--- config.mk ---
export PLATFORM = sky130hd
export DESIGN_NAME = modulo_top
export DESIGN_NICKNAME = d
export VERILOG_FILES = /design/src/rtl/modulo_pkg.sv /design/src/rtl/modulo_alu.sv /design/src/rtl/modulo_top.sv /design/src/rtl/modulo_ctrl.sv
export SDC_FILE = /design/constraint.sdc
export NUM_CORES = 1
export LEC_CHECK = 0
export ABC_CLOCK_PERIOD_IN_PS = 7430
export BUFFER_PORTS_ARGS = -buffer_cell sky130_fd_sc_hd__buf_2
export CAP_MARGIN = 20
export CORE_AREA = 2 2 128 105
export CTS_BUF_LIST = sky130_fd_sc_hd__clkbuf_8 sky130_fd_sc_hd__clkbuf_16
export CTS_CLUSTER_SIZE = 24
export DETAILED_ROUTE_END_ITERATION = 10
export DIE_AREA = 0 0 130 107
export GPL_TIMING_DRIVEN = 0
export SYNTH_ARGS = -nofsm -noshare
export SYNTH_HDL_FRONTEND = slang
export SYNTH_SLANG_ARGS = --single-unit
export TNS_END_PERCENT = 50
--- constraint.sdc ---
create_clock -name clk -period 7.43 [get_ports clk]
set_input_delay 1.486 -clock clk [delete_from_list [all_inputs] [get_ports clk]]
set_output_delay 1.486 -clock clk [all_outputs]
set_load 0.005 [all_outputs]
--- src/rtl/modulo_pkg.sv ---
// Shared definitions for the modulo controller and its ALU: command codes
// and controller state encoding.
package modulo_pkg;

  typedef enum logic [2:0] {
    ALU_CMP  = 3'd0,
    ALU_SUB  = 3'd1,
    ALU_IDLE = 3'd2
  } alu_mode_e;

  typedef enum logic [1:0] {
    ST_IDLE = 2'd0,
    ST_CMP  = 2'd1,
    ST_SUB  = 2'd2,
    ST_DONE = 2'd3
  } state_e;

endpackage

--- src/rtl/modulo_alu.sv ---
// Combinational ALU shared with the modulo controller: unsigned compare
// (0 means a >= b), unsigned difference, or idle.
module modulo_alu
  import modulo_pkg::*;
#(
  parameter int WIDTH = 16
) (
  input  logic [2:0]       mode_i,
  input  logic [WIDTH-1:0] a_i,
  input  logic [WIDTH-1:0] b_i,
  output logic [WIDTH-1:0] res_o
);

  localparam logic [WIDTH-1:0] ZERO = {WIDTH{1'b0}};
  localparam logic [WIDTH-1:0] ONE  = {{(WIDTH-1){1'b0}}, 1'b1};

  // Result selection by command code
  always_comb begin
    res_o = ZERO;
    case (mode_i)
      ALU_CMP: begin
        if (a_i >= b_i) begin
          res_o = ZERO;
        end else begin
          res_o = ONE;
        end
      end
      ALU_SUB: res_o = a_i - b_i;
      default: res_o = ZERO;
    endcase
  end

endmodule

--- src/rtl/modulo_top.sv ---
// Integration of the modulo controller with its ALU.
module modulo_top #(
  parameter int WIDTH = 16
) (
  input  logic             clk,
  input  logic             rst,
  input  logic             start_i,
  input  logic [WIDTH-1:0] op_a_i,
  input  logic [WIDTH-1:0] op_b_i,
  output logic             busy_o,
  output logic             done_o,
  output logic             err_o,
  output logic [WIDTH-1:0] rem_o,
  output logic [WIDTH-1:0] quot_o
);

  logic [2:0]       alu_mode_s;
  logic [WIDTH-1:0] alu_a_s;
  logic [WIDTH-1:0] alu_b_s;
  logic [WIDTH-1:0] alu_res_s;

  modulo_ctrl #(.WIDTH(WIDTH)) u_ctrl (
    .clk        (clk),
    .rst        (rst),
    .start_i    (start_i),
    .op_a_i     (op_a_i),
    .op_b_i     (op_b_i),
    .busy_o     (busy_o),
    .done_o     (done_o),
    .err_o      (err_o),
    .rem_o      (rem_o),
    .quot_o     (quot_o),
    .alu_mode_o (alu_mode_s),
    .alu_a_o    (alu_a_s),
    .alu_b_o    (alu_b_s),
    .alu_res_i  (alu_res_s)
  );

  modulo_alu #(.WIDTH(WIDTH)) u_alu (
    .mode_i (alu_mode_s),
    .a_i    (alu_a_s),
    .b_i    (alu_b_s),
    .res_o  (alu_res_s)
  );

endmodule

--- src/rtl/modulo_ctrl.sv ---
// Repeated-subtraction divider controller: drives an external ALU to compute
// a mod b and a / b, flagging a zero divisor.
module modulo_ctrl
  import modulo_pkg::*;
#(
  parameter int WIDTH = 16
) (
  input  logic             clk,
  input  logic             rst,
  input  logic             start_i,
  input  logic [WIDTH-1:0] op_a_i,
  input  logic [WIDTH-1:0] op_b_i,
  output logic             busy_o,
  output logic             done_o,
  output logic             err_o,
  output logic [WIDTH-1:0] rem_o,
  output logic [WIDTH-1:0] quot_o,
  output logic [2:0]       alu_mode_o,
  output logic [WIDTH-1:0] alu_a_o,
  output logic [WIDTH-1:0] alu_b_o,
  input  logic [WIDTH-1:0] alu_res_i
);

  localparam logic [WIDTH-1:0] ZERO = {WIDTH{1'b0}};
  localparam logic [WIDTH-1:0] ONE  = {{(WIDTH-1){1'b0}}, 1'b1};

  state_e           state_q, state_d;
  logic [WIDTH-1:0] rem_q, rem_d;
  logic [WIDTH-1:0] div_q, div_d;
  logic [WIDTH-1:0] quot_q, quot_d;
  logic             err_q, err_d;
  logic             busy_q, busy_d;
  logic             done_q, done_d;
  alu_mode_e        mode_q, mode_d;
  logic [WIDTH-1:0] alu_a_q, alu_a_d;
  logic [WIDTH-1:0] alu_b_q, alu_b_d;

  // Next-state and datapath update
  always_comb begin
    state_d = state_q;
    rem_d   = rem_q;
    div_d   = div_q;
    quot_d  = quot_q;
    err_d   = err_q;
    case (state_q)
      ST_IDLE: begin
        if (start_i) begin
          div_d  = op_b_i;
          quot_d = ZERO;
          if (op_b_i == ZERO) begin
            err_d   = 1'b1;
            rem_d   = ZERO;
            state_d = ST_DONE;
          end else begin
            err_d   = 1'b0;
            rem_d   = op_a_i;
            state_d = ST_CMP;
          end
        end else begin
          state_d = ST_IDLE;
        end
      end
      ST_CMP: begin
        if (alu_res_i == ZERO) begin
          state_d = ST_SUB;
        end else begin
          state_d = ST_DONE;
        end
      end
      ST_SUB: begin
        rem_d   = alu_res_i;
        quot_d  = quot_q + ONE;
        state_d = ST_CMP;
      end
      ST_DONE: state_d = ST_IDLE;
      default: state_d = ST_IDLE;
    endcase
  end

  // Outputs are decoded from the upcoming state so they can be registered
  // yet still line up with the state they describe.
  always_comb begin
    mode_d  = ALU_IDLE;
    alu_a_d = ZERO;
    alu_b_d = ZERO;
    case (state_d)
      ST_CMP: begin
        mode_d  = ALU_CMP;
        alu_a_d = rem_d;
        alu_b_d = div_d;
      end
      ST_SUB: begin
        mode_d  = ALU_SUB;
        alu_a_d = rem_d;
        alu_b_d = div_d;
      end
      default: begin
        mode_d  = ALU_IDLE;
        alu_a_d = ZERO;
        alu_b_d = ZERO;
      end
    endcase
    busy_d = (state_d != ST_IDLE);
    done_d = (state_d == ST_DONE);
  end

  // State and output registers
  always_ff @(posedge clk or negedge rst) begin
    if (!rst) begin
      state_q <= ST_IDLE;
      rem_q   <= ZERO;
      div_q   <= ZERO;
      quot_q  <= ZERO;
      err_q   <= 1'b0;
      busy_q  <= 1'b0;
      done_q  <= 1'b0;
      mode_q  <= ALU_IDLE;
      alu_a_q <= ZERO;
      alu_b_q <= ZERO;
    end else begin
      state_q <= state_d;
      rem_q   <= rem_d;
      div_q   <= div_d;
      quot_q  <= quot_d;
      err_q   <= err_d;
      busy_q  <= busy_d;
      done_q  <= done_d;
      mode_q  <= mode_d;
      alu_a_q <= alu_a_d;
      alu_b_q <= alu_b_d;
    end
  end

  assign busy_o     = busy_q;
  assign done_o     = done_q;
  assign err_o      = err_q;
  assign rem_o      = rem_q;
  assign quot_o     = quot_q;
  assign alu_mode_o = mode_q;
  assign alu_a_o    = alu_a_q;
  assign alu_b_o    = alu_b_q;

endmodule
==> summary.txt, run 1 <==
Synth
  • Seq/Total Area, Yosys: 0.501
  • Seq cells post-synth: a little under 90
  • Ys async rst share: 1.00
  • Number of distinct library cells after synthesis: 56
  • Ys Warns: 0
  • Synth Instances: approximately 460
  • Syn_area_per_cell: ~9.5 um^2
  • Post-synth EDFFs: 0
  • Post-synth net total: 515
  • Mapped Area: roughly 0.0043 mm^2
  • Post-synth top flop: dfrtp_1

Worst setup path
  • Max incr delay on CP: about 540 ps
  • Critical path cell sequence: inv_1 > ha_1 > inv_1 > fa_1 > a21oi_2 > o21bai_1 > a2111o_1 > a2111oi_0 > o211ai_1 > o211ai_1 > a21oi_1 > a221o_1 > ha_1 > inv_1 > clkbuf_1 > nor2_1
  • CP Max Fanout: 10
  • CP arrival: 4910 ps
  • Kind of critical path: register to register
  • Worst path slowest cell: clkbuf_1
  • CP startpoint kind: register
  • Worst path most repeated cell: inv_1
  • CP required: ~7600 ps
  • CP Capture Type: register

CTS
  • CTS buffer count: 9
  • Post_cts resized: 0
  • Clock sink total: 87
  • H-tree depth: 3
  • TritonCTS clock tree: yes
  • Clk slew on worst S/H paths: roughly 70 ps
  • Setup bufs post-CTS: 0
  • Root Driver: clkbuf_16
  • Clk buf depth: 2
  • Cts hold-fix bufs: 0
  • Skew-Pair Late Insertion Delay: 340 ps

Global routing
  • First-pass GRT wire length: between 15 and 20 mm
  • Total GRT Usage: 0.180
  • Vias in the first global route: 3609
  • Largest net degree at the start of global routing: 64
  • Overflow after GRT: 0
  • Initial antenna violation count: 0

Layout
  • Non-filler cells, final: between 700 and 800
  • Final instance area: between 0.005 and 0.006 mm^2
  • Final nets: about 600
  • Synth-to-Final Area Change: 20.1%
  • Final antenna diode count: 0
  • Layout cells sized above 1: 0.175
  • Commonest non-fill, non-tap cell in the layout: dfrtp_1
  • Most frequent cells in the layout: 86 x dfrtp_1, 81 x nand2_1, 69 x buf_2, 33 x a21oi_1, 29 x nor2_1

Detailed routing
  • First-pass DRT Iterations: 6
  • Detailed Route WL: 11.9 mm
  • Routed vias: ~3700
  • Drt initial violations: between 200 and 300
  • Drt drc: 0
  • Post-route ant nets: 0
  • DR vias/cell: 5.14
  • WL per Instance: between 15 and 20 um

Timing
  • Period utilization: 0.635
  • Post-route setup TNS: 0 ps
  • Worst-Margin Slew: 668 ps
  • Minimum clock period: 4720 ps
  • Fmax: 212 MHz
  • Final Hold Violating Endpoints: 0
  • Max_slew headroom: 0.555
  • Slew Limit Fails: 0
  • RSZ-0062 raised after global routing: no
  • Clock skew: between 9 and 10 ps
  • Final Setup Violations: 0

Floorplan
  • Core Region: 0.0126 mm^2
  • Initial Util: 0.344
  • # rows: 37
  • Die Wd: about 130 um
  • Die Y: 107 um
  • Num ports: 70
  • DIE AREA: ~0.014 mm^2

Power and ir drop
  • PD cells: about 470 mW/mm^2
  • Maximum VDD drop: between 0.15 and 0.2 mV
  • Pwr Total: around 2.4 mW
  • Leakage power: ~2.6 nW

Outcome
  • Outcome: completed

Placed design
  • I/O Buffers: between 60 and 70
  • RePlAce Congestion: slightly below 0.9
  • Number of instances in the placed design: about 700
  • Dpl hpwl: roughly 9 mm
  • DP Area: 0.00494 mm^2

Run
  • Max-cap violations: 0

Hold path
  • Type of the worst min-delay path: register to register
==> state kept, by name, indices dropped and copies added (netlist names) <==
| name | cells |
|---|---|
| u_ctrl.alu_mode_o | 2 |
| u_ctrl.alu_b_o | 16 |
| u_ctrl.done_o | 1 |
| u_ctrl.div_q | 16 |
| u_ctrl.quot_o | 16 |
| u_ctrl.busy_o | 1 |
| u_ctrl.err_o | 1 |
| u_ctrl.rem_o | 16 |
| u_ctrl.state_q | 2 |
| u_ctrl.alu_a_o | 16 |
==> metal layers <==
layer	wire, um	part of all wire	global-route usage	up-vias
met5	0	0	0	-
met4	290	0.024	0.0691	0
li1	-	-	-	1784
met3	607	0.051	0.0374	21
met1	5780	0.49	0.255	1790
met2	5210	0.44	0.269	98
==> logic make-up after synthesis <==
| family | count (synthesis) | share of synthesized area |
|---|---|---|
| AOI/OAI and AO/OA | 112 | 0.171 |
| xor gates and xnor gates | 11 | 0.0222 |
| adders and majority gates | 21 | 0.0622 |
| buffers and inverters | 46 | 0.0403 |
| DFF | 87 | 0.501 |
| muxes | 6 | 0.0138 |
| and+or+nand+nor | 176 | 0.189 |
==> area by class of cell <==
class,count,area (um^2)
Timing Repair Buffer,70,375
Fill cell,1264,7420
Inverter,28,105
Tap cell,175,219
Clock buffer,10,239
Multi-Input combinational cell,326,1990
Clock inverter,5,41.3
Sequential cell,87,2180
Buffer,18,70.1
==> report_power, final <==
part | internal [mW] | switching (mW) | total [mW]
clock | 0.238 | 0.193 | 0.431
sequential | 0.636 | 0.0678 | 0.703
combinational | 0.465 | 0.834 | 1.30
total | 1.34 | 1.09 | 2.43
==> critical path: cells and delay by family, from the launching register on <==
family                     cells  cell delay (ps)
DFF                            1              360
and+or+nand+nor                1              130
AOI/OAI and AO/OA              8             2010
buffers and inverters          4              950
adders and majority gates      3             1100
==> metrics by stage <==
stage                     setup WS [ps]   util  hold slack [ps]
final                              2710  0.413              469
after floorplan                    3840      -              439
after CTS                          2780  0.413              473
after global routing               2420  0.413              489
after detailed placement           2830  0.391              457
after global placement             2900  0.389              451
==> synthesized netlist by cell type (3+ instances only) <==
cell type,instances,area share
a22oi_1,7,0.012
nor2_1,29,0.025
inv_1,28,0.024
xor2_1,5,0.010
and2_1,10,0.014
nand4_1,5,0.0072
a32oi_1,3,0.0060
nor4_1,5,0.0072
mux2i_1,6,0.014
ha_1,20,0.058
clkbuf_1,14,0.012
nor3_1,9,0.010
o31ai_1,3,0.0052
a31oi_1,5,0.0072
a222oi_1,4,0.0092
o211ai_1,6,0.010
xnor2_1,6,0.012
and3_1,5,0.0072
dfrtp_1,86,0.50
nand3_1,12,0.014
nand2b_1,7,0.010
nand2_1,81,0.070
a21o_1,5,0.0086
a21oi_1,33,0.038
o21ai_0,25,0.029
==> path summary, 6_finish.rpt <==
| kind | startpoint | end | slack [ps] | cells after the start |
|---|---|---|---|---|
| setup / recovery | u_ctrl.alu_a_o[0] | u_ctrl.alu_a_o[2] | 2710 | 16 |
| hold / removal | u_ctrl.div_q[15] | u_ctrl.div_q[15] | 470 | 2 |
| setup reg to reg | u_ctrl.alu_a_o[0] | u_ctrl.alu_a_o[2] | 2710 | 16 |
| hold reg to reg | u_ctrl.div_q[15] | u_ctrl.div_q[15] | 470 | 2 |
| max in group asynchronous | rst | u_ctrl.alu_b_o[4] | 5760 | 2 |
| min in group asynchronous | rst | u_ctrl.alu_a_o[15] | 1050 | 1 |
(Power assumes the default switching activity.)
==> run 2, diff against run 1 <==
Settings changed: ABC_CLOCK_PERIOD_IN_PS 7430 to 4000.
Clock period 7.43 ns to 4 ns, I/O delays scaled along.
==> run 2 against run 1 <==
Net effect: clock-buffer cell count is the same; register-to-register slack lost 2500 ps; hold slack got worse by 110 ps; core utilization grew 1.4 points; combinational power up 140%; critical endpoint is now u_ctrl.alu_a_o[13]; largest power group unchanged; routed wire length is 2.2% higher; power increased by 110%; first-iteration DRC count fell by 1.1%; via count grew 1.5%.
==> summary.txt, run 2 (synthesized netlist as in run 1, its figures left out) <==
Outcome
  • Outcome: completed

Detailed routing
  • Detailed Route WL: 12.2 mm (+2.2%)
  • WL per Instance: 16.7 um (+0.96%)
  • Drt drc: 0 (unchanged)
  • Post-route ant nets: 0 (unchanged)
  • Drt initial violations: 260 (-1.1%)
  • DR vias/cell: 5.15 (+0.21%)
  • First-pass DRT Iterations: 5 (-1)
  • Routed vias: 3747 (+1.5%)

Power and ir drop
  • Flop pwr share: 0.252 (-0.037)
  • Maximum VDD drop: 0.434 mV (+120%)
  • Switching Share: 0.423 (-0.0265)
  • Sw power: 2.20 mW (+100%)
  • Part of the power in combinational logic: 0.595 (+0.061)
  • Clk network pwr share: 0.154 (-0.023)
  • Leakage power: 2.64 nW (+2.9%)
  • Total internal power: 2.99 mW (+120%)
  • PD cells: 962 mW/mm^2 (+110%)

Worst setup path
  • R2R Setup Slk: 170 ps (-2540 ps)
  • Worst Setup SP: u_ctrl.alu_a_o[0]
  • Worst path slowest cell: a2111o_1
  • CP required: 4230 ps (-3390 ps)
  • Critical path cell sequence: inv_1 > ha_1 > inv_1 > fa_2 > a21oi_2 > o21bai_1 > a2111o_1 > a2111oi_4 > o211ai_1 > o211ai_1 > a21oi_2 > a221o_1 > ha_4 > clkinvlp_4 > buf_12 > nor4_1
  • Worst reg2reg path startpoint: u_ctrl.alu_a_o[0]
  • R2R cell count: 16 (unchanged)
  • CP arrival: 4060 ps (-850 ps)
  • Reg2reg end: u_ctrl.alu_a_o[13]
  • CP Max Fanout: 7 (-3)
  • CP Capture Point: u_ctrl.alu_a_o[13]
  • Kind of critical path: register to register
  • CP Capture Type: register
  • Max incr delay on CP: 420 ps (-120 ps)
  • CP startpoint kind: register

Floorplan
  • DIE AREA: 0.0139 mm^2 (unchanged)
  • Core Region: 0.0126 mm^2 (unchanged)
  • Die Wd: 130 um (unchanged)
  • # rows: 37 (unchanged)
  • Num ports: 70 (unchanged)
  • Die Y: 107 um (unchanged)
  • Initial Util: 0.344 (unchanged)

Layout
  • Final antenna diode count: 0 (unchanged)
  • Most frequent cells in the layout: 86 x dfrtp_1, 81 x nand2_1, 69 x buf_2, 32 x a21oi_1, 29 x nor2_1
  • Synth-to-Final Area Change: 24.2%
  • Layout fillers: 1249 (-1.2%)
  • Commonest non-fill, non-tap cell in the layout: dfrtp_1
  • Final nets: 605 (+1.5%)
  • Final instance area: 0.00540 mm^2 (+3.4%)
  • Non-filler cells, final: 728 (+1.3%)
  • Layout cells sized above 1: 0.201 (+0.0261)

Placed design
  • RePlAce Congestion: 0.890 (unchanged)
  • Post-Place Worst Slack: -603 ps (-3430 ps)
  • Dpl hpwl: 8.94 mm (unchanged)
  • Number of instances in the placed design: 704 (unchanged)
  • DP Area: 0.00494 mm^2 (unchanged)
  • I/O Buffers: 69 (unchanged)

Timing
  • Fmax: 261 MHz (+23%)
  • Minimum clock period: 3830 ps (-892 ps)
  • Final Setup Violations: 0 (unchanged)
  • Final Hold Violating Endpoints: 0 (unchanged)
  • Max_slew headroom: 0.539 (-0.0156)
  • Final WS setup: 173 ps (-2540 ps)
  • Period utilization: 0.957 (+0.322)
  • Post-route setup TNS: 0 ps (unchanged)
  • Worst-Margin Slew: 691 ps (+23.4 ps)
  • Clock skew: 8.66 ps (-0.547 ps)
  • Slew Limit Fails: 0 (unchanged)

CTS
  • Cts hold-fix bufs: 0 (unchanged)
  • CTS buffer count: 9 (unchanged)
  • Skew-Pair Late Insertion Delay: 340 ps (about the same)
  • Clk slew on worst S/H paths: 70 ps (about the same)
  • Clk buf depth: 2 (unchanged)
  • Clock sink total: 87 (unchanged)
  • H-tree depth: 3 (unchanged)
  • TritonCTS clock tree: yes
  • Root Driver: clkbuf_16

Global routing
  • Total GRT Usage: 0.181 (+0.00117)
  • Initial antenna violation count: 0 (unchanged)
  • Overflow after GRT: 0 (unchanged)
  • Largest net degree at the start of global routing: 64 (unchanged)
  • First-pass GRT wire length: 19.1 mm (+0.69%)
  • Vias in the first global route: 3636 (+0.75%)

Run
  • Max-cap violations: 0 (unchanged)

Hold path
  • Type of the worst min-delay path: input pin to async pin
## run 2: changes by cell type in the layout (fill, tap and decap cells not counted), sizes merged
cell      delta
buf          +9
clkinvlp     +1
inv          -1
## run 2: power by group through the flow
stage / Combinational [mW] / Clock, mW / Sequential (mW)
finish: 3.09 / 0.798 / 1.31
detailed placement: 2.37 / 0 / 1.32
CTS: 2.60 / 0.813 / 1.31
global route: 3.40 / 0.854 / 1.34
floorplan: 1.64 / 0 / 1.30
global placement: 2.35 / 0 / 1.31
## run 2: how the worst min path moves through the flow
| stage | from | endpoint | slack (ps) |
|---|---|---|---|
| floorplan | u_ctrl.div_q[0] | u_ctrl.div_q[0] | 440 |
| global route | rst | u_ctrl.alu_a_o[15] | 380 |
| global placement | u_ctrl.div_q[8] | u_ctrl.div_q[8] | 450 |
| detailed placement | u_ctrl.div_q[5] | u_ctrl.div_q[5] | 460 |
| CTS | rst | u_ctrl.alu_a_o[15] | 370 |
| finish | rst | u_ctrl.alu_a_o[15] | 360 |
## run 2: worst max-delay path: cells and delay by family (launching register included)
family | cells | cell delay (ps)
simple gates | 1 | 300
compound gates | 8 | 1790
flops | 1 | 360
fa+ha+maj | 3 | 860
buf+inv | 4 | 380
## run 2: stage by stage
step                       util  power (mW)  hold slack, ps
after global routing      0.427        5.59             384
final                     0.427        5.19             364
after detailed placement  0.391        3.70             457
after global placement    0.389        3.66             451
after CTS                 0.418        4.72             372
after floorplan               -        2.94             439
## run 2: cell type report
cell class                 instances  area (um^2)  share of cell area
clock inverter                     5         41.3             0.00765
multi-input combinational        326         2030               0.376
sequential                        87         2180               0.403
buffer                            18         92.6              0.0171
inverter                          28          109              0.0202
tap                              175          219              0.0405
timing repair buffer              79          490              0.0908
clock buffer                      10          239              0.0443
## run 2: layer usage
layer  track usage  wire length, um  vias up
met5             0                0        -
met4        0.0691              332        0
met3        0.0374              657       27
met2         0.272             5380      110
met1         0.256             5780     1811
li1              -                -     1799
## run 2: timing repair
| action | in CTS | in global routing |
|---|---|---|
| buffers inserted | 3 | 4 |
| setup endpoints to repair | 24 | 24 |
| pin swaps | 2 | 4 |
| hold endpoints to repair | 0 | 0 |
| gates resized for setup | 10 | 7 |
| cloned | 0 | 2 |
